===== config.mk =====
export PLATFORM = sky130hd
export DESIGN_NAME = regfile_write_arbiter_flat
export DESIGN_NICKNAME = d
export VERILOG_FILES = /design/src/rtl/regfile_write_arbiter_pkg.sv /design/src/rtl/regfile_write_arbiter_if.sv /design/src/rtl/regfile_write_arbiter_wr_slot.sv /design/src/rtl/regfile_write_arbiter.sv /design/src/flat_wrapper.sv
export SDC_FILE = /design/constraint.sdc
export NUM_CORES = 1
export LEC_CHECK = 0
export ABC_AREA = 1
export ABC_CLOCK_PERIOD_IN_PS = 1400
export BUFFER_PORTS_ARGS = -buffer_cell sky130_fd_sc_hd__buf_2
export CELL_PAD_IN_SITES_DETAIL_PLACEMENT = 0
export CELL_PAD_IN_SITES_GLOBAL_PLACEMENT = 1
export CORE_MARGIN = 2
export CORE_UTILIZATION = 30
export CTS_CLUSTER_SIZE = 25
export DETAILED_ROUTE_END_ITERATION = 6
export HOLD_SLACK_MARGIN = 0.15
export PLACE_DENSITY = 0.81
export SLEW_MARGIN = 20
export SYNTH_ARGS = -nofsm -noshare
export SYNTH_HDL_FRONTEND = slang
export SYNTH_SLANG_ARGS = --single-unit

===== constraint.sdc =====
create_clock -name CLK -period 1.4 [get_ports CLK]
set_input_delay 0 -clock CLK [delete_from_list [all_inputs] [get_ports CLK]]
set_output_delay 0 -clock CLK [all_outputs]
set_load 0.01 [all_outputs]

===== src/rtl/regfile_write_arbiter_pkg.sv =====
// Shared register-file constants and the port-owner type used by the
// write arbiter and its slots.
package regfile_pkg;
  localparam int unsigned REG_DATA_W = 8;
  localparam int unsigned REG_ADDR_W = 3;
  localparam int unsigned NUM_REGS   = 8;
  localparam logic        PORT_A     = 1'b0;
  localparam logic        PORT_B     = 1'b1;

  typedef enum logic {
    OWNER_A = PORT_A,
    OWNER_B = PORT_B
  } port_e;
endpackage


===== src/rtl/regfile_write_arbiter_if.sv =====
// Producer handshakes, register-file write port and scoreboard of the
// write arbiter.
interface regfile_write_arbiter_if
  import regfile_pkg::*;
#(
  parameter int unsigned DATA_W = REG_DATA_W,
  parameter int unsigned ADDR_W = REG_ADDR_W
);
  logic                   A_VALID;
  logic                   A_READY;
  logic [ADDR_W-1:0]      A_DR;
  logic [DATA_W-1:0]      A_DATA;
  logic                   B_VALID;
  logic                   B_READY;
  logic [ADDR_W-1:0]      B_DR;
  logic [DATA_W-1:0]      B_DATA;
  logic                   LD;
  logic [ADDR_W-1:0]      DR;
  logic [DATA_W-1:0]      D_OUT;
  logic [2**ADDR_W-1:0]   PEND;
  logic                   BUSY;

  modport master (
    output A_VALID, A_DR, A_DATA, B_VALID, B_DR, B_DATA,
    input  A_READY, B_READY, LD, DR, D_OUT, PEND, BUSY
  );

  modport slave (
    input  A_VALID, A_DR, A_DATA, B_VALID, B_DR, B_DATA,
    output A_READY, B_READY, LD, DR, D_OUT, PEND, BUSY
  );
endinterface


===== src/rtl/regfile_write_arbiter_wr_slot.sv =====
// One-entry holding buffer for a pending register write; a load on the
// draining edge refills the slot.
module wr_slot
  import regfile_pkg::*;
#(
  parameter int unsigned DATA_W = REG_DATA_W,
  parameter int unsigned ADDR_W = REG_ADDR_W
) (
  input  logic              CLK,
  input  logic              RESET_N,
  input  logic              load,
  input  logic              drain,
  input  logic [ADDR_W-1:0] load_dr,
  input  logic [DATA_W-1:0] load_data,
  output logic              full,
  output logic [ADDR_W-1:0] dr,
  output logic [DATA_W-1:0] data
);
  always_ff @(posedge CLK or negedge RESET_N) begin
    if (!RESET_N) begin
      full <= 1'b0;
      dr   <= '0;
      data <= '0;
    end else if (load) begin
      full <= 1'b1;
      dr   <= load_dr;
      data <= load_data;
    end else if (drain) begin
      full <= 1'b0;
    end
  end
endmodule


===== src/rtl/regfile_write_arbiter.sv =====
// Arbitrates the register-file write port between ALU (A) and load (B)
// writeback, with per-register ordering and a pending-write scoreboard.
module regfile_write_arbiter
  import regfile_pkg::*;
#(
  parameter int unsigned DATA_W = REG_DATA_W,
  parameter int unsigned ADDR_W = REG_ADDR_W,
  parameter bit          FAIR   = 1'b1
) (
  input  logic                     CLK,
  input  logic                     RESET_N,
  regfile_write_arbiter_if.slave   bus
);
  localparam int unsigned NREG = 2**ADDR_W;

  logic              full_a, full_b;
  logic [ADDR_W-1:0] dr_a, dr_b;
  logic [DATA_W-1:0] data_a, data_b;
  logic              grant_a, grant_b;
  logic              load_a, load_b;
  logic [NREG-1:0]   pend;
  port_e             age;
  port_e             last_grant;

  assign bus.A_READY = ~full_a | grant_a;
  assign bus.B_READY = ~full_b | grant_b;
  assign load_a      = bus.A_VALID & bus.A_READY;
  assign load_b      = bus.B_VALID & bus.B_READY;

  wr_slot #(.DATA_W(DATA_W), .ADDR_W(ADDR_W)) u_slot_a (
    .CLK(CLK), .RESET_N(RESET_N), .load(load_a), .drain(grant_a),
    .load_dr(bus.A_DR), .load_data(bus.A_DATA),
    .full(full_a), .dr(dr_a), .data(data_a)
  );

  wr_slot #(.DATA_W(DATA_W), .ADDR_W(ADDR_W)) u_slot_b (
    .CLK(CLK), .RESET_N(RESET_N), .load(load_b), .drain(grant_b),
    .load_dr(bus.B_DR), .load_data(bus.B_DATA),
    .full(full_b), .dr(dr_b), .data(data_b)
  );

  // Grant depends only on slot state, so READY never loops back through VALID.
  always_comb begin
    grant_a = 1'b0;
    grant_b = 1'b0;
    unique case ({full_a, full_b})
      2'b10: grant_a = 1'b1;
      2'b01: grant_b = 1'b1;
      2'b11: begin
        if (dr_a == dr_b)  grant_a = (age == OWNER_A);
        else if (FAIR)     grant_a = (last_grant == OWNER_B);
        else               grant_a = 1'b1;
        grant_b = ~grant_a;
      end
      default: ;
    endcase
  end

  always_comb begin
    bus.LD    = grant_a | grant_b;
    bus.DR    = '0;
    bus.D_OUT = '0;
    if (grant_a) begin
      bus.DR    = dr_a;
      bus.D_OUT = data_a;
    end else if (grant_b) begin
      bus.DR    = dr_b;
      bus.D_OUT = data_b;
    end
  end

  always_comb begin
    pend = '0;
    if (full_a) pend[dr_a] = 1'b1;
    if (full_b) pend[dr_b] = 1'b1;
  end

  assign bus.PEND = pend;
  assign bus.BUSY = full_a | full_b;

  // A newly loaded slot is younger than a partner that is still waiting.
  always_ff @(posedge CLK or negedge RESET_N) begin
    if (!RESET_N) begin
      age        <= OWNER_A;
      last_grant <= OWNER_B;
    end else begin
      if (load_a && load_b)                 age <= OWNER_A;
      else if (load_a && full_b && !grant_b) age <= OWNER_B;
      else if (load_b && full_a && !grant_a) age <= OWNER_A;

      if (grant_a)      last_grant <= OWNER_A;
      else if (grant_b) last_grant <= OWNER_B;
    end
  end
endmodule


===== src/flat_wrapper.sv =====
// flat-port wrapper written by rule: the top's interface ports become plain ports
module regfile_write_arbiter_flat import regfile_pkg::*;
#(
  parameter int unsigned DATA_W = REG_DATA_W,
  parameter int unsigned ADDR_W = REG_ADDR_W,
  parameter bit          FAIR   = 1'b1
)
  (CLK, RESET_N, bus_A_VALID, bus_A_DR, bus_A_DATA, bus_B_VALID, bus_B_DR, bus_B_DATA, bus_A_READY, bus_B_READY, bus_LD, bus_DR, bus_D_OUT, bus_PEND, bus_BUSY);
  regfile_write_arbiter_if #(.DATA_W(DATA_W), .ADDR_W(ADDR_W)) bus_i ();
  input  logic CLK;
  input  logic RESET_N;
  input wire logic [$bits(bus_i.A_VALID)-1:0] bus_A_VALID;
  input wire logic [$bits(bus_i.A_DR)-1:0] bus_A_DR;
  input wire logic [$bits(bus_i.A_DATA)-1:0] bus_A_DATA;
  input wire logic [$bits(bus_i.B_VALID)-1:0] bus_B_VALID;
  input wire logic [$bits(bus_i.B_DR)-1:0] bus_B_DR;
  input wire logic [$bits(bus_i.B_DATA)-1:0] bus_B_DATA;
  output wire logic [$bits(bus_i.A_READY)-1:0] bus_A_READY;
  output wire logic [$bits(bus_i.B_READY)-1:0] bus_B_READY;
  output wire logic [$bits(bus_i.LD)-1:0] bus_LD;
  output wire logic [$bits(bus_i.DR)-1:0] bus_DR;
  output wire logic [$bits(bus_i.D_OUT)-1:0] bus_D_OUT;
  output wire logic [$bits(bus_i.PEND)-1:0] bus_PEND;
  output wire logic [$bits(bus_i.BUSY)-1:0] bus_BUSY;
  assign bus_i.A_VALID = bus_A_VALID;
  assign bus_i.A_DR = bus_A_DR;
  assign bus_i.A_DATA = bus_A_DATA;
  assign bus_i.B_VALID = bus_B_VALID;
  assign bus_i.B_DR = bus_B_DR;
  assign bus_i.B_DATA = bus_B_DATA;
  assign bus_A_READY = bus_i.A_READY;
  assign bus_B_READY = bus_i.B_READY;
  assign bus_LD = bus_i.LD;
  assign bus_DR = bus_i.DR;
  assign bus_D_OUT = bus_i.D_OUT;
  assign bus_PEND = bus_i.PEND;
  assign bus_BUSY = bus_i.BUSY;
  regfile_write_arbiter #(.DATA_W(DATA_W), .ADDR_W(ADDR_W), .FAIR(FAIR)) u_core (.CLK(CLK), .RESET_N(RESET_N), .bus(bus_i));
endmodule

# Yosys cells after proc, flatten, opt, wreduce, memory -nomap -nowiden
# Cells that the tools add are included.
# op_classes
n_lt_le_gt_ge	4
eq_ne	4
reduce_logical	13
n_bitwise	11
n_mux	23
# ops
op	count
8-bit 2-to-1 mux	4
1-bit 2-to-1 mux	13
3-bit by 4-bit less-than comparator with 1-bit output (second input constant)	2
8-bit bitwise OR	1
1-bit logical AND	7
1-bit demux with 3-bit select	2
3-bit by 1-bit >= comparator with 1-bit output (second input constant)	2
3-bit 2-to-1 mux	2
2-bit nonzero test	3
2-bit equality test (second input constant)	2
1-bit NOT	4
1-bit bitwise OR	4
1-bit case mux with 2 select lines	2
3-bit equality test	1
3-bit nonzero test	1
1-bit AND	2
2-bit by 1-bit equality test with 1-bit output (second input constant)	1
1-bit logical NOT	2
# word_totals
ff_bits	26
out_inout_bits	23
inputBits	26
elab_cells	63

# Logic depth before layout (Yosys ltp)
# depth
ltp_word	12
depth_mapped	12
mapped_depth_nobuf	11

# By module
# From an unflattened synthesis, not the netlist that was laid out.
# hier_totals
hier_cells	199
area_unflattened_um2	1437.6
# modules_own_cells
module	seq_area_each_um2	area_each_um2	n_inst	cells_each
wr_slot	300.3	457.9	2	51
regfile_write_arbiter	51.3	521.8	1	97

# Least setup slack after synthesis
# OpenSTA, ideal clock, no wires.
# synth_path
path_type	register to register
from	register u_core.u_slot_b.dr[2]
to	register u_core.u_slot_b.data[0]
stages_incl_launch_ff	12
path_buffers	1
setup_slack_ps	-39
t_arrival_ps	1323
period_less_slack_ps	1439
cell_sequence	dfrtp_1 -> inv_1 -> nand2_1 -> nand2_1 -> nand3_1 -> nand2_2 -> nand3_4 -> nand2_8 -> inv_4 -> buf_6 -> nand2_1 -> nand2_1
# synth_via
elab_chain_cells	7
# synth_rtl
item	line	text
start, declared	regfile_write_arbiter_wr_slot.sv:16	output logic [ADDR_W-1:0] dr,
start signal, assigned	regfile_write_arbiter_wr_slot.sv:26	dr <= load_dr;
3-bit equality test	regfile_write_arbiter.sv:50	if (dr_a == dr_b) grant_a = (age == OWNER_A);
1-bit 2-to-1 mux	regfile_write_arbiter.sv:50	
1-bit 2-to-1 mux	regfile_write_arbiter.sv:46	unique case ({full_a, full_b})
1-bit NOT	regfile_write_arbiter.sv:53	grant_b = ~grant_a;
1-bit case mux with 2 select lines	regfile_write_arbiter.sv:46	
1-bit bitwise OR	regfile_write_arbiter.sv:26	assign bus.B_READY = ~full_b | grant_b;
named net bus_B_READY	flat_wrapper.sv:19	output wire logic [$bits(bus_i.B_READY)-1:0] bus_B_READY;
1-bit AND	regfile_write_arbiter.sv:28	assign load_b = bus.B_VALID & bus.B_READY;
end signal, assigned	regfile_write_arbiter_wr_slot.sv:27	data <= load_data;
end, declared	regfile_write_arbiter_wr_slot.sv:17	output logic [DATA_W-1:0] data
# The timed path passes the listed nets, and every way through them passes these cells. The select of a mux whose other input is x is not followed.
# A chain may end at the register's enable or synchronous reset.

# Worst setup path after layout
# layout_path
from	register u_core.u_slot_b.dr[0]
to	output port bus_D_OUT[6]
# layout_via
elab_chain_cells	7
word_cells_on_any_way	8
classes_between	1 x eq/ne; 6 x mux; 1 x bitwise
# layout_rtl
item	line	text
3-bit equality test (*)	regfile_write_arbiter.sv:50	
1-bit 2-to-1 mux (*)	regfile_write_arbiter.sv:50	
1-bit 2-to-1 mux (*)	regfile_write_arbiter.sv:46	
1-bit NOT	regfile_write_arbiter.sv:53	
1-bit case mux with 2 select lines	regfile_write_arbiter.sv:46	
8-bit 2-to-1 mux	regfile_write_arbiter.sv:66	end else if (grant_b) begin
8-bit 2-to-1 mux (*)	regfile_write_arbiter.sv:63	if (grant_a) begin
end, declared	flat_wrapper.sv:22	output wire logic [$bits(bus_i.D_OUT)-1:0] bus_D_OUT;
# Mark *: on every way between the ends. The rest lies on a longest branch, timed or not. The select of a mux whose other input is x is not followed.

==> metrics <==
worst r2r src=u_core.u_slot_a.dr[1]; worst skew pair latency=0.27 ns; CP arrival=1.71 ns; Internal=2.442 mW; Initial Util=31.81%; largest cells by area after synthesis=dfrtp_1 44%, nand2_1 25%, nand3_1 3.9%; wire per inst=12.61 µm; area leader, netlist=dfrtp_1; leakage power=1.243 nW; Primary FF master, synth=dfrtp_1; first-pass GRT wire length=6492 µm; clock power share=10.9%; final net count=311; Site Rows=24; Mapped Avg Cell Area=7.561 µm²; Tot Pwr=4.404 mW; status=finished with violations; Worst IR Drop VDD=0.9871 mV; sequential area share after synthesis=between 40% and 50%; hold crit path type=input pin to asynchronous set/reset pin; CP required=1.40 ns; violated checks=setup timing; max_slew headroom=around three fifths; Die Wd=72.65 µm; ANT cells=0; layout cell share with drive strength beyond 1=a little under half; clock-pin slew on the worst setup and hold paths=approximately 0.090 ns; Post-Synthesis Cells=187; Hold Vio Cnt, Final=0; hpwl dp=about 2800 µm; crit path time final=1.706 ns; largest net degree at the start of global routing=27; Post-Syn Area=0.001414 mm²; 1st-iter DRT viols=56; share of power burned in registers=28.0%; Post-synth EDFFs=0; Overflow after GRT=0; most common cell after layout, fill and taps aside=nand2_1; Slew Viols, Final=0; post-synthesis register bit count=26; drt total wl=4237 µm; Pre-antenna DRT Iters=4; Net Sw Frac=44.56%; cells along the critical path=inv_2, nand2_2, nand2_4, nand3_2, nand2_4, nand2_4, o21ai_4, inv_4, nand2_1, nand2_1, buf_2; vias post-DR=1541; top cell type's share of synthesized area=44.25%; P_sw=1.963 mW; Setup Skew=roughly 0.0053 ns; combinational fraction of design power=61.1%; Core Region=0.004444 mm²; Total GRT Usage=roughly 15%; Slew @ Worst Pin=0.5892 ns; CP max stage delay=0.42 ns; CP Launch Type=flip-flop; CP Launch Point=u_core.u_slot_b.dr[0]; RSZ-0062 raised after global routing=true; Die Y=between 70 and 80 µm; PortBufs=48; ys async rst share=100.0%; maxcap violations=0; post-synthesis cell type count=23; most frequent cells in the layout=78 x nand2_1, 47 x buf_2, 25 x dlygate4sd3_1, 24 x dfrtp_1, 17 x buf_4; htree depth=1; initial antenna violation count=0; syn nets=between 200 and 250; Final Setup Violations=39; die area=0.005278 mm²; synth-to-layout area growth=70.09%; CTS sink count=26; f_max=about 0.59 GHz; routability cong.=0.8149; root buf cell=clkbuf_8; CTS Buffer Depth=2; kind of critical path=flip-flop to output pin; via-per-instance ratio=4.586; IO Count=49; Worst Setup Slack, final=-0.3064 ns; Num CTS Buffers=3; final worst path period share=121.9%; worst hold slack=0.2578 ns; power density over cell area=approximately 1800 mW/mm²; Crit-path slowest cell=dfrtp_1; number of remaining DRC errors=0; Crit. End Element=output pin; most frequent cell on the critical path=nand2_4; CTS tree=yes; vias in the first global route=1519; Worst Path Max Fanout=8; Routed Antenna Nets=0; YS warnings=0
-- cells in the mapped netlist (2+ instances only) --
master	count
dfrtp_1	25
buf_4	2
inv_2	4
o21ai_2	4
a21oi_2	2
nand2_2	5
inv_1	8
o21ai_0	11
nor2_1	7
nand2_1	94
buf_6	3
nand3_1	11
-- what timing repair did --
item	in CTS	in global routing
pin swaps	2	7
gates cloned	1	3
endpoints found under the hold margin	49	3
resized for setup	17	48
buffers inserted	1	5
endpoints found under the setup margin	32	45
hold buffers	24	1
-- worst max-delay path: cells and delay by family, from the launching register on --
kind | cells | cell delay, ns
AO/OA/AOI/OAI | 1 | 0.18
flip-flops | 1 | 0.42
buffers and inverters | 3 | 0.31
AND/OR/NAND/NOR | 7 | 0.51
-- kinds of logic after synthesis --
kind of cell           after synthesis  share of synthesized area [%]
buffers and inverters               19                          7.344
XOR/XNOR                             1                         0.6196
AO/OA/AOI/OAI                       20                          9.026
flip-flops                          26                          46.11
AND/OR/NAND/NOR                    121                          36.90
-- metal layers --
layer / vias up / wire, µm / GRT usage (%)
li1: 785 / - / -
met1: 705 / 1895 / 20.09
met2: 47 / 2093 / 26.67
met3: 4 / 207 / 2.624
met4: 0 / 41 / 3.909
met5: - / 0 / 0
-- worst paths after layout --
check                                           to  slack, ns  depth (start not counted)
max                                   bus_D_OUT[6]      -0.31                         11
min                          u_core.u_slot_a.dr[0]       0.26                          2
max reg2reg                             u_core.age      -0.22                         11
min reg2reg                u_core.u_slot_a.data[5]       0.48                          2
max in group asynchronous     u_core.u_slot_b.full       0.71                          2
min in group CLK           u_core.u_slot_b.data[3]       0.46                          4
-- registers in the layout (all words and copies together) (netlist names) --
name                  cells
u_core.u_slot_b.data      8
u_core.u_slot_a.data      8
u_core.u_slot_a.full      1
u_core.u_slot_a.dr        3
u_core.last_grant         1
u_core.u_slot_b.full      1
u_core.age                1
u_core.u_slot_b.dr        3
-- power groups by stage --
stage | Clock [mW] | Combinational (mW) | Sequential, mW
finish | 0.481 | 2.69 | 1.23
global route | 0.515 | 2.95 | 1.26
CTS | 0.485 | 2.24 | 1.20
detailed placement | 0 | 2.00 | 1.21
global placement | 0 | 1.99 | 1.20
floorplan | 0 | 1.20 | 1.19
-- area by class of cell --
cell class / count / area (µm²)
fill: 420 / 2039
multi-input combinational: 144 / 855.8
timing repair inverter: 1 / 11.26
sequential: 26 / 653.1
timing repair buffer: 96 / 700.7
clock buffer: 4 / 55.05
inverter: 13 / 63.81
tap: 52 / 65.06
-- metrics by stage --
stage	instance area (µm²)	std cells	util, %	setup TNS [ns]	setup slack (ns)
floorplan	1421	187	-	0	0.003806
detailed placement	1814	298	40.82	-1.546	-0.1412
global placement	1814	298	40.82	-0.9150	-0.1153
finish	2405	336	54.11	-7.208	-0.3064
CTS	2203	328	49.58	-4.956	-0.3257
global route	2405	336	54.11	-10.05	-0.4111
Note: power is estimated with default switching activity, not from simulation.
